[src/rtl/axi_esp_dma_bridge_if.sv]
// Bundles the AXI4 slave channels and the ESP DMA read/write ctrl+chnl channels of the bridge.
// slave = bridge side, master = cluster/DMA side that drives requests and DMA responses.
interface axi_esp_dma_bridge_if #(
    parameter int AXI_ADDR_WIDTH = 32,
    parameter int AXI_DATA_WIDTH = 64,
    parameter int AXI_ID_WIDTH   = 4
);
    logic                        s_aw_valid, s_aw_ready;
    logic [AXI_ID_WIDTH-1:0]     s_aw_id;
    logic [AXI_ADDR_WIDTH-1:0]   s_aw_addr;
    logic [7:0]                  s_aw_len;
    logic [2:0]                  s_aw_size;
    logic                        s_w_valid, s_w_ready, s_w_last;
    logic [AXI_DATA_WIDTH-1:0]   s_w_data;
    logic [AXI_DATA_WIDTH/8-1:0] s_w_strb;
    logic                        s_b_valid, s_b_ready;
    logic [AXI_ID_WIDTH-1:0]     s_b_id;
    logic [1:0]                  s_b_resp;
    logic                        s_ar_valid, s_ar_ready;
    logic [AXI_ID_WIDTH-1:0]     s_ar_id;
    logic [AXI_ADDR_WIDTH-1:0]   s_ar_addr;
    logic [7:0]                  s_ar_len;
    logic [2:0]                  s_ar_size;
    logic                        s_r_valid, s_r_ready, s_r_last;
    logic [AXI_DATA_WIDTH-1:0]   s_r_data;
    logic [AXI_ID_WIDTH-1:0]     s_r_id;
    logic [1:0]                  s_r_resp;
    logic                        dma_read_ctrl_valid, dma_read_ctrl_ready;
    logic [31:0]                 dma_read_ctrl_data_index, dma_read_ctrl_data_length;
    logic [2:0]                  dma_read_ctrl_data_size;
    logic                        dma_read_chnl_valid, dma_read_chnl_ready;
    logic [AXI_DATA_WIDTH-1:0]   dma_read_chnl_data;
    logic                        dma_write_ctrl_valid, dma_write_ctrl_ready;
    logic [31:0]                 dma_write_ctrl_data_index, dma_write_ctrl_data_length;
    logic [2:0]                  dma_write_ctrl_data_size;
    logic                        dma_write_chnl_valid, dma_write_chnl_ready;
    logic [AXI_DATA_WIDTH-1:0]   dma_write_chnl_data;

    modport slave (
        input  s_aw_valid, s_aw_id, s_aw_addr, s_aw_len, s_aw_size, output s_aw_ready,
        input  s_w_valid, s_w_data, s_w_strb, s_w_last, output s_w_ready,
        output s_b_valid, s_b_id, s_b_resp, input s_b_ready,
        input  s_ar_valid, s_ar_id, s_ar_addr, s_ar_len, s_ar_size, output s_ar_ready,
        output s_r_valid, s_r_data, s_r_id, s_r_resp, s_r_last, input s_r_ready,
        output dma_read_ctrl_valid, dma_read_ctrl_data_index, dma_read_ctrl_data_length,
        output dma_read_ctrl_data_size, input dma_read_ctrl_ready,
        input  dma_read_chnl_valid, dma_read_chnl_data, output dma_read_chnl_ready,
        output dma_write_ctrl_valid, dma_write_ctrl_data_index, dma_write_ctrl_data_length,
        output dma_write_ctrl_data_size, input dma_write_ctrl_ready,
        output dma_write_chnl_valid, dma_write_chnl_data, input dma_write_chnl_ready
    );

    modport master (
        output s_aw_valid, s_aw_id, s_aw_addr, s_aw_len, s_aw_size, input s_aw_ready,
        output s_w_valid, s_w_data, s_w_strb, s_w_last, input s_w_ready,
        input  s_b_valid, s_b_id, s_b_resp, output s_b_ready,
        output s_ar_valid, s_ar_id, s_ar_addr, s_ar_len, s_ar_size, input s_ar_ready,
        input  s_r_valid, s_r_data, s_r_id, s_r_resp, s_r_last, output s_r_ready,
        input  dma_read_ctrl_valid, dma_read_ctrl_data_index, dma_read_ctrl_data_length,
        input  dma_read_ctrl_data_size, output dma_read_ctrl_ready,
        output dma_read_chnl_valid, dma_read_chnl_data, input dma_read_chnl_ready,
        input  dma_write_ctrl_valid, dma_write_ctrl_data_index, dma_write_ctrl_data_length,
        input  dma_write_ctrl_data_size, output dma_write_ctrl_ready,
        input  dma_write_chnl_valid, dma_write_chnl_data, output dma_write_chnl_ready
    );
endinterface

[src/rtl/axi_esp_dma_bridge.sv]
// AXI4 slave to ESP DMA bridge: per-direction pending FIFO, one DMA ctrl per burst, beat pass-through.
// Latency: AW/AR handshake to ctrl_valid is 2 cycles; data beats are combinational pass-through.
// Backpressure: s_aw/ar_ready drop when the FIFO is full; W/R beats stall outside the data phase.
module axi_esp_dma_bridge #(
    parameter int AXI_ADDR_WIDTH = 32,
    parameter int AXI_DATA_WIDTH = 64,
    parameter int AXI_ID_WIDTH   = 4,
    parameter int PENDING_DEPTH  = 4
) (
    input  logic                  clk,
    input  logic                  rst,
    axi_esp_dma_bridge_if.slave   bus
);
    localparam int BYTES = AXI_DATA_WIDTH / 8;
    localparam int OFF   = $clog2(BYTES);
    localparam int PW    = $clog2(PENDING_DEPTH);
    localparam logic [PW:0] FULL_CNT = (PW+1)'(PENDING_DEPTH);

    typedef struct packed {
        logic [AXI_ID_WIDTH-1:0]   id;
        logic [AXI_ADDR_WIDTH-1:0] addr;
        logic [7:0]                len;
        logic [2:0]                size;
    } req_t;

    typedef enum logic [1:0] {W_IDLE, W_CTRL, W_DATA, W_RESP} w_state_t;
    typedef enum logic [1:0] {R_IDLE, R_CTRL, R_DATA} r_state_t;

    function automatic logic [31:0] to_index(input logic [AXI_ADDR_WIDTH-1:0] a);
        logic [AXI_ADDR_WIDTH-1:0] s;
        s = a >> OFF;
        return 32'(s);
    endfunction

    req_t aw_mem [PENDING_DEPTH];
    req_t ar_mem [PENDING_DEPTH];
    logic [PW-1:0] aw_wp, aw_rp, ar_wp, ar_rp;
    logic [PW:0]   aw_cnt, ar_cnt;
    logic aw_push, aw_pop, ar_push, ar_pop;
    req_t aw_head, ar_head;

    w_state_t w_state;
    r_state_t r_state;
    logic        wr_ctrl_valid, wr_err, b_valid, rd_ctrl_valid;
    logic [31:0] wr_index, wr_length, rd_index, rd_length;
    logic [2:0]  wr_size, rd_size;
    logic [AXI_ID_WIDTH-1:0] wr_id, rd_id;
    logic [7:0]  wr_len, rd_len;
    logic [8:0]  wr_cnt, rd_cnt;
    logic        w_hs, r_hs, r_last;
    logic [AXI_DATA_WIDTH-1:0] w_masked;

    // Readies are held low while reset is applied so no request slips in.
    assign bus.s_aw_ready = rst && (aw_cnt != FULL_CNT);
    assign bus.s_ar_ready = rst && (ar_cnt != FULL_CNT);
    assign aw_push = bus.s_aw_valid && bus.s_aw_ready;
    assign ar_push = bus.s_ar_valid && bus.s_ar_ready;
    assign aw_pop  = (w_state == W_IDLE) && (aw_cnt != '0);
    assign ar_pop  = (r_state == R_IDLE) && (ar_cnt != '0);
    assign aw_head = aw_mem[aw_rp];
    assign ar_head = ar_mem[ar_rp];

    always_ff @(posedge clk) begin
        if (aw_push) aw_mem[aw_wp] <= '{bus.s_aw_id, bus.s_aw_addr, bus.s_aw_len, bus.s_aw_size};
        if (ar_push) ar_mem[ar_wp] <= '{bus.s_ar_id, bus.s_ar_addr, bus.s_ar_len, bus.s_ar_size};
    end

    always_ff @(posedge clk) begin
        if (!rst) begin
            aw_wp <= '0; aw_rp <= '0; aw_cnt <= '0;
            ar_wp <= '0; ar_rp <= '0; ar_cnt <= '0;
        end else begin
            if (aw_push) aw_wp <= aw_wp + PW'(1);
            if (aw_pop)  aw_rp <= aw_rp + PW'(1);
            if (ar_push) ar_wp <= ar_wp + PW'(1);
            if (ar_pop)  ar_rp <= ar_rp + PW'(1);
            if (aw_push && !aw_pop)      aw_cnt <= aw_cnt + (PW+1)'(1);
            else if (!aw_push && aw_pop) aw_cnt <= aw_cnt - (PW+1)'(1);
            if (ar_push && !ar_pop)      ar_cnt <= ar_cnt + (PW+1)'(1);
            else if (!ar_push && ar_pop) ar_cnt <= ar_cnt - (PW+1)'(1);
        end
    end

    assign w_hs = (w_state == W_DATA) && bus.s_w_valid && bus.dma_write_chnl_ready;

    always_ff @(posedge clk) begin
        if (!rst) begin
            w_state <= W_IDLE; wr_ctrl_valid <= 1'b0; wr_err <= 1'b0; b_valid <= 1'b0;
            wr_index <= '0; wr_length <= '0; wr_size <= '0; wr_id <= '0; wr_len <= '0; wr_cnt <= '0;
        end else begin
            case (w_state)
                W_IDLE: if (aw_pop) begin
                    wr_index      <= to_index(aw_head.addr);
                    wr_length     <= 32'(aw_head.len) + 32'd1;
                    wr_size       <= aw_head.size;
                    wr_id         <= aw_head.id;
                    wr_len        <= aw_head.len;
                    wr_err        <= 1'b0;
                    wr_ctrl_valid <= 1'b1;
                    w_state       <= W_CTRL;
                end
                W_CTRL: if (bus.dma_write_ctrl_ready) begin
                    wr_ctrl_valid <= 1'b0;
                    wr_cnt        <= '0;
                    w_state       <= W_DATA;
                end
                // The burst ends on the beat count alone; a misplaced WLAST only marks the response.
                W_DATA: if (w_hs) begin
                    wr_cnt <= wr_cnt + 9'd1;
                    if (wr_cnt == {1'b0, wr_len}) begin
                        if (!bus.s_w_last) wr_err <= 1'b1;
                        b_valid <= 1'b1;
                        w_state <= W_RESP;
                    end else if (bus.s_w_last) begin
                        wr_err <= 1'b1;
                    end
                end
                W_RESP: if (bus.s_b_ready) begin
                    b_valid <= 1'b0;
                    w_state <= W_IDLE;
                end
                default: w_state <= W_IDLE;
            endcase
        end
    end

    always_comb begin
        w_masked = '0;
        if (w_state == W_DATA)
            for (int i = 0; i < BYTES; i++)
                w_masked[8*i +: 8] = bus.s_w_strb[i] ? bus.s_w_data[8*i +: 8] : 8'h00;
    end

    assign bus.dma_write_ctrl_valid       = wr_ctrl_valid;
    assign bus.dma_write_ctrl_data_index  = wr_index;
    assign bus.dma_write_ctrl_data_length = wr_length;
    assign bus.dma_write_ctrl_data_size   = wr_size;
    assign bus.dma_write_chnl_valid       = (w_state == W_DATA) && bus.s_w_valid;
    assign bus.dma_write_chnl_data        = w_masked;
    assign bus.s_w_ready                  = (w_state == W_DATA) && bus.dma_write_chnl_ready;
    assign bus.s_b_valid                  = b_valid;
    assign bus.s_b_id                     = wr_id;
    assign bus.s_b_resp                   = {wr_err, 1'b0};

    assign r_hs   = (r_state == R_DATA) && bus.dma_read_chnl_valid && bus.s_r_ready;
    assign r_last = (r_state == R_DATA) && (rd_cnt == {1'b0, rd_len});

    always_ff @(posedge clk) begin
        if (!rst) begin
            r_state <= R_IDLE; rd_ctrl_valid <= 1'b0;
            rd_index <= '0; rd_length <= '0; rd_size <= '0; rd_id <= '0; rd_len <= '0; rd_cnt <= '0;
        end else begin
            case (r_state)
                R_IDLE: if (ar_pop) begin
                    rd_index      <= to_index(ar_head.addr);
                    rd_length     <= 32'(ar_head.len) + 32'd1;
                    rd_size       <= ar_head.size;
                    rd_id         <= ar_head.id;
                    rd_len        <= ar_head.len;
                    rd_ctrl_valid <= 1'b1;
                    r_state       <= R_CTRL;
                end
                R_CTRL: if (bus.dma_read_ctrl_ready) begin
                    rd_ctrl_valid <= 1'b0;
                    rd_cnt        <= '0;
                    r_state       <= R_DATA;
                end
                R_DATA: if (r_hs) begin
                    rd_cnt <= rd_cnt + 9'd1;
                    if (r_last) r_state <= R_IDLE;
                end
                default: r_state <= R_IDLE;
            endcase
        end
    end

    assign bus.dma_read_ctrl_valid       = rd_ctrl_valid;
    assign bus.dma_read_ctrl_data_index  = rd_index;
    assign bus.dma_read_ctrl_data_length = rd_length;
    assign bus.dma_read_ctrl_data_size   = rd_size;
    assign bus.dma_read_chnl_ready       = (r_state == R_DATA) && bus.s_r_ready;
    assign bus.s_r_valid                 = (r_state == R_DATA) && bus.dma_read_chnl_valid;
    assign bus.s_r_data                  = (r_state == R_DATA) ? bus.dma_read_chnl_data : '0;
    assign bus.s_r_id                    = rd_id;
    assign bus.s_r_resp                  = 2'b00;
    assign bus.s_r_last                  = r_last;
endmodule

[src/flat_wrapper.sv]
// flat-port wrapper written by rule: the top's interface ports become plain ports
module axi_esp_dma_bridge_flat 
#(
    parameter int AXI_ADDR_WIDTH = 32,
    parameter int AXI_DATA_WIDTH = 64,
    parameter int AXI_ID_WIDTH   = 4,
    parameter int PENDING_DEPTH  = 4
)
  (clk, rst, bus_s_aw_valid, bus_s_aw_id, bus_s_aw_addr, bus_s_aw_len, bus_s_aw_size, bus_s_aw_ready, bus_s_w_valid, bus_s_w_data, bus_s_w_strb, bus_s_w_last, bus_s_w_ready, bus_s_b_valid, bus_s_b_id, bus_s_b_resp, bus_s_b_ready, bus_s_ar_valid, bus_s_ar_id, bus_s_ar_addr, bus_s_ar_len, bus_s_ar_size, bus_s_ar_ready, bus_s_r_valid, bus_s_r_data, bus_s_r_id, bus_s_r_resp, bus_s_r_last, bus_s_r_ready, bus_dma_read_ctrl_valid, bus_dma_read_ctrl_data_index, bus_dma_read_ctrl_data_length, bus_dma_read_ctrl_data_size, bus_dma_read_ctrl_ready, bus_dma_read_chnl_valid, bus_dma_read_chnl_data, bus_dma_read_chnl_ready, bus_dma_write_ctrl_valid, bus_dma_write_ctrl_data_index, bus_dma_write_ctrl_data_length, bus_dma_write_ctrl_data_size, bus_dma_write_ctrl_ready, bus_dma_write_chnl_valid, bus_dma_write_chnl_data, bus_dma_write_chnl_ready);
  axi_esp_dma_bridge_if #(.AXI_ADDR_WIDTH(AXI_ADDR_WIDTH), .AXI_DATA_WIDTH(AXI_DATA_WIDTH), .AXI_ID_WIDTH(AXI_ID_WIDTH)) bus_i ();
  input  logic clk;
  input  logic rst;
  input wire logic [$bits(bus_i.s_aw_valid)-1:0] bus_s_aw_valid;
  input wire logic [$bits(bus_i.s_aw_id)-1:0] bus_s_aw_id;
  input wire logic [$bits(bus_i.s_aw_addr)-1:0] bus_s_aw_addr;
  input wire logic [$bits(bus_i.s_aw_len)-1:0] bus_s_aw_len;
  input wire logic [$bits(bus_i.s_aw_size)-1:0] bus_s_aw_size;
  output wire logic [$bits(bus_i.s_aw_ready)-1:0] bus_s_aw_ready;
  input wire logic [$bits(bus_i.s_w_valid)-1:0] bus_s_w_valid;
  input wire logic [$bits(bus_i.s_w_data)-1:0] bus_s_w_data;
  input wire logic [$bits(bus_i.s_w_strb)-1:0] bus_s_w_strb;
  input wire logic [$bits(bus_i.s_w_last)-1:0] bus_s_w_last;
  output wire logic [$bits(bus_i.s_w_ready)-1:0] bus_s_w_ready;
  output wire logic [$bits(bus_i.s_b_valid)-1:0] bus_s_b_valid;
  output wire logic [$bits(bus_i.s_b_id)-1:0] bus_s_b_id;
  output wire logic [$bits(bus_i.s_b_resp)-1:0] bus_s_b_resp;
  input wire logic [$bits(bus_i.s_b_ready)-1:0] bus_s_b_ready;
  input wire logic [$bits(bus_i.s_ar_valid)-1:0] bus_s_ar_valid;
  input wire logic [$bits(bus_i.s_ar_id)-1:0] bus_s_ar_id;
  input wire logic [$bits(bus_i.s_ar_addr)-1:0] bus_s_ar_addr;
  input wire logic [$bits(bus_i.s_ar_len)-1:0] bus_s_ar_len;
  input wire logic [$bits(bus_i.s_ar_size)-1:0] bus_s_ar_size;
  output wire logic [$bits(bus_i.s_ar_ready)-1:0] bus_s_ar_ready;
  output wire logic [$bits(bus_i.s_r_valid)-1:0] bus_s_r_valid;
  output wire logic [$bits(bus_i.s_r_data)-1:0] bus_s_r_data;
  output wire logic [$bits(bus_i.s_r_id)-1:0] bus_s_r_id;
  output wire logic [$bits(bus_i.s_r_resp)-1:0] bus_s_r_resp;
  output wire logic [$bits(bus_i.s_r_last)-1:0] bus_s_r_last;
  input wire logic [$bits(bus_i.s_r_ready)-1:0] bus_s_r_ready;
  output wire logic [$bits(bus_i.dma_read_ctrl_valid)-1:0] bus_dma_read_ctrl_valid;
  output wire logic [$bits(bus_i.dma_read_ctrl_data_index)-1:0] bus_dma_read_ctrl_data_index;
  output wire logic [$bits(bus_i.dma_read_ctrl_data_length)-1:0] bus_dma_read_ctrl_data_length;
  output wire logic [$bits(bus_i.dma_read_ctrl_data_size)-1:0] bus_dma_read_ctrl_data_size;
  input wire logic [$bits(bus_i.dma_read_ctrl_ready)-1:0] bus_dma_read_ctrl_ready;
  input wire logic [$bits(bus_i.dma_read_chnl_valid)-1:0] bus_dma_read_chnl_valid;
  input wire logic [$bits(bus_i.dma_read_chnl_data)-1:0] bus_dma_read_chnl_data;
  output wire logic [$bits(bus_i.dma_read_chnl_ready)-1:0] bus_dma_read_chnl_ready;
  output wire logic [$bits(bus_i.dma_write_ctrl_valid)-1:0] bus_dma_write_ctrl_valid;
  output wire logic [$bits(bus_i.dma_write_ctrl_data_index)-1:0] bus_dma_write_ctrl_data_index;
  output wire logic [$bits(bus_i.dma_write_ctrl_data_length)-1:0] bus_dma_write_ctrl_data_length;
  output wire logic [$bits(bus_i.dma_write_ctrl_data_size)-1:0] bus_dma_write_ctrl_data_size;
  input wire logic [$bits(bus_i.dma_write_ctrl_ready)-1:0] bus_dma_write_ctrl_ready;
  output wire logic [$bits(bus_i.dma_write_chnl_valid)-1:0] bus_dma_write_chnl_valid;
  output wire logic [$bits(bus_i.dma_write_chnl_data)-1:0] bus_dma_write_chnl_data;
  input wire logic [$bits(bus_i.dma_write_chnl_ready)-1:0] bus_dma_write_chnl_ready;
  assign bus_i.s_aw_valid = bus_s_aw_valid;
  assign bus_i.s_aw_id = bus_s_aw_id;
  assign bus_i.s_aw_addr = bus_s_aw_addr;
  assign bus_i.s_aw_len = bus_s_aw_len;
  assign bus_i.s_aw_size = bus_s_aw_size;
  assign bus_s_aw_ready = bus_i.s_aw_ready;
  assign bus_i.s_w_valid = bus_s_w_valid;
  assign bus_i.s_w_data = bus_s_w_data;
  assign bus_i.s_w_strb = bus_s_w_strb;
  assign bus_i.s_w_last = bus_s_w_last;
  assign bus_s_w_ready = bus_i.s_w_ready;
  assign bus_s_b_valid = bus_i.s_b_valid;
  assign bus_s_b_id = bus_i.s_b_id;
  assign bus_s_b_resp = bus_i.s_b_resp;
  assign bus_i.s_b_ready = bus_s_b_ready;
  assign bus_i.s_ar_valid = bus_s_ar_valid;
  assign bus_i.s_ar_id = bus_s_ar_id;
  assign bus_i.s_ar_addr = bus_s_ar_addr;
  assign bus_i.s_ar_len = bus_s_ar_len;
  assign bus_i.s_ar_size = bus_s_ar_size;
  assign bus_s_ar_ready = bus_i.s_ar_ready;
  assign bus_s_r_valid = bus_i.s_r_valid;
  assign bus_s_r_data = bus_i.s_r_data;
  assign bus_s_r_id = bus_i.s_r_id;
  assign bus_s_r_resp = bus_i.s_r_resp;
  assign bus_s_r_last = bus_i.s_r_last;
  assign bus_i.s_r_ready = bus_s_r_ready;
  assign bus_dma_read_ctrl_valid = bus_i.dma_read_ctrl_valid;
  assign bus_dma_read_ctrl_data_index = bus_i.dma_read_ctrl_data_index;
  assign bus_dma_read_ctrl_data_length = bus_i.dma_read_ctrl_data_length;
  assign bus_dma_read_ctrl_data_size = bus_i.dma_read_ctrl_data_size;
  assign bus_i.dma_read_ctrl_ready = bus_dma_read_ctrl_ready;
  assign bus_i.dma_read_chnl_valid = bus_dma_read_chnl_valid;
  assign bus_i.dma_read_chnl_data = bus_dma_read_chnl_data;
  assign bus_dma_read_chnl_ready = bus_i.dma_read_chnl_ready;
  assign bus_dma_write_ctrl_valid = bus_i.dma_write_ctrl_valid;
  assign bus_dma_write_ctrl_data_index = bus_i.dma_write_ctrl_data_index;
  assign bus_dma_write_ctrl_data_length = bus_i.dma_write_ctrl_data_length;
  assign bus_dma_write_ctrl_data_size = bus_i.dma_write_ctrl_data_size;
  assign bus_i.dma_write_ctrl_ready = bus_dma_write_ctrl_ready;
  assign bus_dma_write_chnl_valid = bus_i.dma_write_chnl_valid;
  assign bus_dma_write_chnl_data = bus_i.dma_write_chnl_data;
  assign bus_i.dma_write_chnl_ready = bus_dma_write_chnl_ready;
  axi_esp_dma_bridge #(.AXI_ADDR_WIDTH(AXI_ADDR_WIDTH), .AXI_DATA_WIDTH(AXI_DATA_WIDTH), .AXI_ID_WIDTH(AXI_ID_WIDTH), .PENDING_DEPTH(PENDING_DEPTH)) u_core (.clk(clk), .rst(rst), .bus(bus_i));
endmodule
[config.mk]
export PLATFORM = sky130hd
export DESIGN_NAME = axi_esp_dma_bridge_flat
export DESIGN_NICKNAME = d
export VERILOG_FILES = /design/src/rtl/axi_esp_dma_bridge_if.sv /design/src/rtl/axi_esp_dma_bridge.sv /design/src/flat_wrapper.sv
export SDC_FILE = /design/constraint.sdc
export NUM_CORES = 1
export LEC_CHECK = 0
export CAP_MARGIN = 5
export CELL_PAD_IN_SITES_DETAIL_PLACEMENT = 1
export CELL_PAD_IN_SITES_GLOBAL_PLACEMENT = 2
export CORE_MARGIN = 2
export CORE_UTILIZATION = 29
export CTS_CLUSTER_DIAMETER = 30
export DETAILED_ROUTE_END_ITERATION = 10
export PLACE_DENSITY = 0.71
export RECOVER_POWER = 50
export SYNTH_ARGS = -nofsm -noshare
export SYNTH_HDL_FRONTEND = slang
export SYNTH_SLANG_ARGS = --single-unit
[constraint.sdc]
create_clock -name clk -period 3.5 [get_ports clk]
set_input_delay 0.7 -clock clk [delete_from_list [all_inputs] [get_ports clk]]
set_output_delay 0.7 -clock clk [all_outputs]
set_load 0.02 [all_outputs]
== After elaboration in Yosys (flattened, before gate mapping) ==
Memory sizes are Yosys's and may differ from the RTL's. A register that Yosys moved wholly into a read port is not among the register bits.
Cells that the tools add are included.

* Register bits after elaboration: 192
* Latch bits: 0
* Bits in writable memories: 376
* Memory bits (read-only): 0
* Input port bits: 242
* Output and inout bits: 284
* Logic and storage cells: 156
* Memories: 2

{| class="wikitable"
|+ Memories
! name !! words !! width !! rd ports !! clocked after Yosys merged registers in !! wr ports !! RTL line !! text
|-
| u_core.ar_mem || 4 || 47 || 1 || 1 || 1 || axi_esp_dma_bridge.sv:36 || <nowiki>req_t ar_mem [PENDING_DEPTH];</nowiki>
|-
| u_core.aw_mem || 4 || 47 || 1 || 1 || 1 || axi_esp_dma_bridge.sv:35 || <nowiki>req_t aw_mem [PENDING_DEPTH];</nowiki>
|}

* $add $sub $neg: 12
* $mul: 0
* Divide/modulo/power cells: 0
* $lt $le $gt $ge: 0
* Equality and inequality tests: 20
* Shifts and indexed selects: 0
* Muxes and demuxes: 55
* Bitwise operators: 0
* Reductions and logical operators: 43

{| class="wikitable"
|+ Operators by type and width
! operator !! count
|-
| $mux 64 || 2
|-
| $mux 8 || 8
|-
| $mux 9 || 4
|-
| $pmux 9 s2 || 2
|-
| $mux 2 || 13
|-
| $add 8x1->9 const B || 2
|-
| $add 9x1->9 const B || 2
|-
| $eq 9x8->1 || 2
|-
| $logic_and 1x1->1 || 17
|-
| $mux 1 || 16
|-
| $reduce_bool 2->1 || 8
|-
| $mux 3 || 4
|-
| $reduce_and 3->1 || 4
|-
| $ne 2x1->1 const B || 5
|-
| $reduce_and 5->1 || 2
|-
| $ne 3x3->1 const B || 3
|-
| $add 2x1->2 const B || 4
|-
| $ne 2x2->1 const B || 4
|-
| $pmux 1 s2 || 4
|-
| $pmux 2 s4 || 1
|-
| $reduce_and 4->1 || 2
|-
| $add 3x1->3 const B || 2
|-
| $eq 2x2->1 const B || 3
|-
| $pmux 2 s3 || 1
|-
| 7 further kinds || 15
|}

== Logic depth before layout (Yosys ltp) ==
Gate-level depths: netlist of run 1.

* Depth in word-level cells: 7
* Depth in mapped cells: 12
* Mapped depth without buffers: 10

== Worst setup path before layout of run 1 ==
Ideal clock, no wire load.

* Kind: input -> register
* From: input port rst
* To: memory u_core.aw_mem[0][0] in the netlist's numbering (enable)
* Library setup time: 0.406 ns
* Arrival: 2.796 ns
* Required time: 3.094 ns
* Slack: 0.298 ns
* Cell stages on the path: 3
* Buffers on the path: 1
* Cells stage by stage: buf_2 > a21boi_0 > and3_1

* Word-level cells in the longest chain between the ends: 4

{| class="wikitable"
|+ Ends and longest elaborated chain
! item !! RTL line !! text
|-
| start, declared || flat_wrapper.sv:12 || <nowiki>input logic rst;</nowiki>
|-
| $logic_and 1x1->1 || axi_esp_dma_bridge.sv:54 || <nowiki>assign bus.s_aw_ready = rst && (aw_cnt != FULL_CNT);</nowiki>
|-
| named net bus_s_aw_ready || flat_wrapper.sv:18 || <nowiki>output wire logic [$bits(bus_i.s_aw_ready)-1:0] bus_s_aw_ready;</nowiki>
|-
| $logic_and 1x1->1 || axi_esp_dma_bridge.sv:56 || <nowiki>assign aw_push = bus.s_aw_valid && bus.s_aw_ready;</nowiki>
|-
| $mux 1 || axi_esp_dma_bridge.sv:64 || <nowiki>if (aw_push) aw_mem[aw_wp] <= '{bus.s_aw_id, bus.s_aw_addr, bus.s_aw_len, bus.s_aw_size};</nowiki>
|-
| $mux 1 (implied by the code) || axi_esp_dma_bridge.sv:64 ||
|-
| end, declared || axi_esp_dma_bridge.sv:35 ||
|}

The timed path passes the listed nets, and every way through them passes these cells.

== Worst setup path after layout of run 1 ==
* From: register u_core.w_state[0]
* To: output port bus_dma_write_chnl_data[61]

* Word-level cells in the longest chain between the ends: 2

{| class="wikitable"
|+ Ends and longest elaborated chain
! item !! RTL line !! text
|-
| start, declared || axi_esp_dma_bridge.sv:42 || <nowiki>w_state_t w_state;</nowiki>
|-
| start signal, assigned || axi_esp_dma_bridge.sv:88 || <nowiki>w_state <= W_IDLE; wr_ctrl_valid <= 1'b0; wr_err <= 1'b0; b_valid <= 1'b0;</nowiki>
|-
| start signal, assigned || axi_esp_dma_bridge.sv:100 || <nowiki>w_state <= W_CTRL;</nowiki>
|-
| start signal, assigned || axi_esp_dma_bridge.sv:105 || <nowiki>w_state <= W_DATA;</nowiki>
|-
| $eq 2x2->1 || axi_esp_dma_bridge.sv:129 || <nowiki>if (w_state == W_DATA)</nowiki>
|-
| $mux 64 || axi_esp_dma_bridge.sv:129 ||
|-
| end, declared || flat_wrapper.sv:54 || <nowiki>output wire logic [$bits(bus_i.dma_write_chnl_data)-1:0] bus_dma_write_chnl_data;</nowiki>
|}

No other way between the ends.

==> results of run 1 <==
layer usage:
metal  up-vias  GRT usage [%]  wire length, microns
met4         8          7.027                  1501
met3        96          3.845                  3581
li1       6118              -                     -
met5         -              0                    55
met2       408          30.48                 33090
met1      6686          19.05                 24200
final cells by class:
type / count / area share (%)
tap: 940 / 3.944
sequential: 502 / 45.54
antenna: 11 / 0.09230
multi-input combinational: 812 / 20.83
clock inverter: 72 / 3.449
inverter: 13 / 0.1636
clock buffer: 127 / 9.712
timing repair buffer: 489 / 16.27
registers in the layout (all words and copies together), names as in the netlist, 3 cells and up, named ones only:
register                               cells
u_core.rd_cnt                              9
u_core.wr_cnt                              9
u_core.wr_len                              8
u_core.bus.dma_write_ctrl_data_length      9
u_core.rd_len                              8
u_core.bus.dma_read_ctrl_data_size         3
u_core.bus.dma_read_ctrl_data_index       29
u_core.bus.dma_read_ctrl_data_length       9
u_core.bus.dma_write_ctrl_data_index      29
u_core.bus.s_b_id                          4
u_core.aw_mem                            176
u_core.ar_cnt                              3
u_core.aw_cnt                              3
u_core.bus.dma_write_ctrl_data_size        3
u_core.ar_mem                            176
u_core.bus.s_r_id                          4
kinds of logic (layout without fill, tap and decap cells):
family | after synthesis | after routing | synth area share [%]
buffers and inverters | 142 | 701 | 4.034
XOR/XNOR | 53 | 53 | 2.278
AO/OA/AOI/OAI | 148 | 148 | 5.004
adder cells (fa/ha/maj) | 20 | 20 | 1.302
AND/OR/NAND/NOR | 442 | 442 | 10.67
flip-flops | 502 | 502 | 66.61
other | 1 | 66 | 0.01840
multiplexers | 94 | 94 | 10.08
where the power goes:
group	switching [W]	total, W	internal [W]	leakage [nW]
sequential	0.000554	0.00776	0.00721	4.43
clock	0.00322	0.0107	0.00749	1.90
combinational	0.00350	0.00615	0.00265	4.28
worst min path at each step:
| stage | to | slack [ns] | depth (start not counted) |
|---|---|---|---|
| finish | u_core.bus.dma_write_ctrl_data_index[22] | 0.47 | 2 |
| detailed placement | u_core.bus.dma_read_ctrl_data_size[2] | 0.46 | 2 |
| CTS | u_core.wr_len[3] | 0.41 | 2 |
| floorplan | u_core.rd_cnt[8] | 0.45 | 2 |
| global placement | u_core.bus.dma_read_ctrl_data_size[0] | 0.45 | 2 |
| global route | u_core.bus.dma_write_ctrl_data_index[8] | 0.48 | 2 |
cell usage in the layout (no fill, tap or decap), types with 16 or more instances in the layout:
master	n
dfxtp_1	146
mux4_2	85
dlygate4sd3_1	88
a21oi_1	16
clkinv_2	21
conb_1	55
and3_1	67
o21ai_0	23
ha_1	17
a21boi_0	98
and2_1	78
nor2_1	23
nand3_1	16
clkdlybuf4s50_1	373
edfxtp_1	352
clkbuf_16	110
bufinv_16	22
nand2_1	215
xor2_1	27
xnor2_1	26
critical path: stages, from the launching register on:
cell and delay (ns):
dfxtp_1 0.33, inv_1 0.10, ha_2 0.44, buf_12 0.25, and3_1 0.22, clkdlybuf4s50_1 0.62
metrics by stage:
step | cell area, sq um | setup slack (ns) | power [W] | utilization (%) | hold WS, ns
finish | 29820 | 0.2088 | 0.02463 | 42.74 | 0.4660
global route | 29810 | 0.03744 | 0.02583 | 42.72 | 0.4836
CTS | 29880 | 0.06235 | 0.02507 | 42.82 | 0.4055
detailed placement | 25960 | 0.5256 | 0.01418 | 37.20 | 0.4607
global placement | 25960 | 0.4839 | 0.01408 | 37.20 | 0.4521
floorplan | 20580 | 0.2979 | 0.01145 | - | 0.4531
what timing repair did:
item,4_1_cts,5_1_grt
endpoints found under the setup margin,1,5
gates resized for setup,1,1
hold buffers,0,0
==> impl_summary.txt, run 1 <==
----------------------------------------------------
[Clock network]
  Source-to-sink clock delay at the later pin of the worst-skew pair ... 0.64 ns
  Clock Pin Slew Worst Setup and Hold Paths ... 0.04 ns
  TritonCTS Sinks ... 502
  Buffer cell driving the clock tree root ... clkbuf_16
  Maximum clock path buffer count ... 3
  TritonCTS clock tree ... yes
  Post-CTS repair timing setup buffer count ... 0
  Max H-tree Level ... 3
  Number of CTS-inserted buffers ... 107

[Detailed routing]
  Mean routed wirelength per cell ... 21.05 microns
  Aggregate routed wire length ... 62.42 mm
  Per-cell via count in the routed design ... 4.490
  Number of design rule violations left after detail routing ... 0
  Iteration-0 DRC count of the detailed router ... 435
  Total via count after detailed routing ... 13,320
  Post-route antenna net violation count ... 0
  Drt pass-1 iters ... 5

[Synthesis]
  Cell with the most instances after synthesis ... edfxtp_1
  Ranking of synthesized cells by instance count ... 352 x edfxtp_1, 215 x nand2_1, 150 x dfxtp_1
  Mean cell area of the mapped netlist ... 14.53 sq um
  Leading register cell type out of synthesis ... edfxtp_1
  Cells after synthesis ... 1,402
  Count of different cell masters after synthesis ... 51
  Yosys synthesis warning count ... 0
  Number of enable flip-flop cells after synthesis ... 352
  Share of flip-flops with an asynchronous set or reset ... 0%
  Cells taking the most area after synthesis ... edfxtp_1 52%, dfxtp_1 15%, mux4_2 9.4%
  Seq/Total Area, Yosys ... 66.61%
  Synth Register Bits ... 502
  Summed instance area of the synthesized netlist ... 0.02038 sq mm
  Largest area contributor in the netlist ... edfxtp_1
  Fraction of synthesized cell area taken by the top area cell type ... 51.87%

[Timing]
  Setup repair after global routing missed its margin ... no
  Peak Freq ... 0.3038 GHz
  Period minus WS final ... 3.291 ns
  Final Max Tran Viols ... 45
  Max transition margin ... -2.200%
  Share of the clock period used by the worst path ... 94.03%
  Post-Route Setup TNS ... 0 ns
  Endpoints failing hold ... 0
  Pin slew with the least headroom to its limit ... 1.533 ns
  Setup-failing EPs final ... 0
  Clock skew after layout ... 0.02797 ns

[Final layout]
  Proportion of layout cells with a drive suffix above 1 ... 15.29%
  Final nets ... 2,187
  Area of all sequential standard cells ... 0.01358 sq mm
  Number of fill cells ... 7,081
  Final Instance Count excl. Fillers ... 2,966
  Post-synthesis to final-layout area growth ... 46.36%
  Area occupied by multi-input gates ... 0.006212 sq mm

[Floorplan]
  Die outline width ... 269.1 microns
  Die Footprint ... 0.07240 sq mm
  Number of top-level pins ... 526
  Placeable core area ... 0.06979 sq mm
  Initial core utilization ... 29.20%
  Die span in y ... 269.1 microns
  Row cnt ... 97

[Global routing]
  Global routing usage summed across all routing layers ... 16.85%
  GR Overflow Total ... 0
  Global-route wire length before repair ... 90.60 mm
  Via count of the first global-routing pass ... 14,260
  Pin count of the biggest net entering global routing ... 67
  Antenna violations before repair ... 21

[Power and ir drop]
  Leakage power total ... 10.60 nW
  Power per cell area ... 825.8 mW/mm^2
  VDD IR-drop max ... 0.4946 mV

[Critical path]
  Number of cells on the worst reg-to-reg path ... 5
  Setup crit end ... bus_dma_write_chnl_data[61]
  Endpoint arrival time on the critical path ... 2.59 ns
  Worst R2R End ... u_core.aw_mem[3][18]
  Setup CP Type ... reg2out
  R2r setup slk ... 0.85 ns
  Launching element type of the critical path ... register
  Critical Path End Type ... output port
  RR Startpoint ... u_core.aw_cnt[0]
  Required time at the endpoint of the critical path ... 2.80 ns
  Critical path fanouts, max ... 48
  Startpoint of the most critical setup path ... u_core.w_state[0]

[Run status]
  Failing checks ... capacitance limit, slew limit
  Result of the run ... finished with violations

[Place]
  Final HPWL from detailed placement ... 41.83 mm
  Final RePlAce weighted congestion ... 0.7853
  Port-buffer cells ... 464
  Placed Cells ... 2,756

[Min path]
  Hold WC Path Type ... reg2reg
  Hold Path Origin ... u_core.bus.dma_write_ctrl_data_index[22]

[Flow run]
  Number of maximum-capacitance constraint violations ... 1

----------------------------------------------------
(Power assumes the default switching activity.)
==> inputs of run 2 (changes only) <==
--- a/config.mk
+++ b/config.mk
@@ -5,7 +5,6 @@
 export SDC_FILE = /design/constraint.sdc
 export NUM_CORES = 1
 export LEC_CHECK = 0
-export CAP_MARGIN = 5
 export CELL_PAD_IN_SITES_DETAIL_PLACEMENT = 1
 export CELL_PAD_IN_SITES_GLOBAL_PLACEMENT = 2
 export CORE_MARGIN = 2
==> results of run 2 <==
Final layout, timing and power as in run 1 (identical DEF).
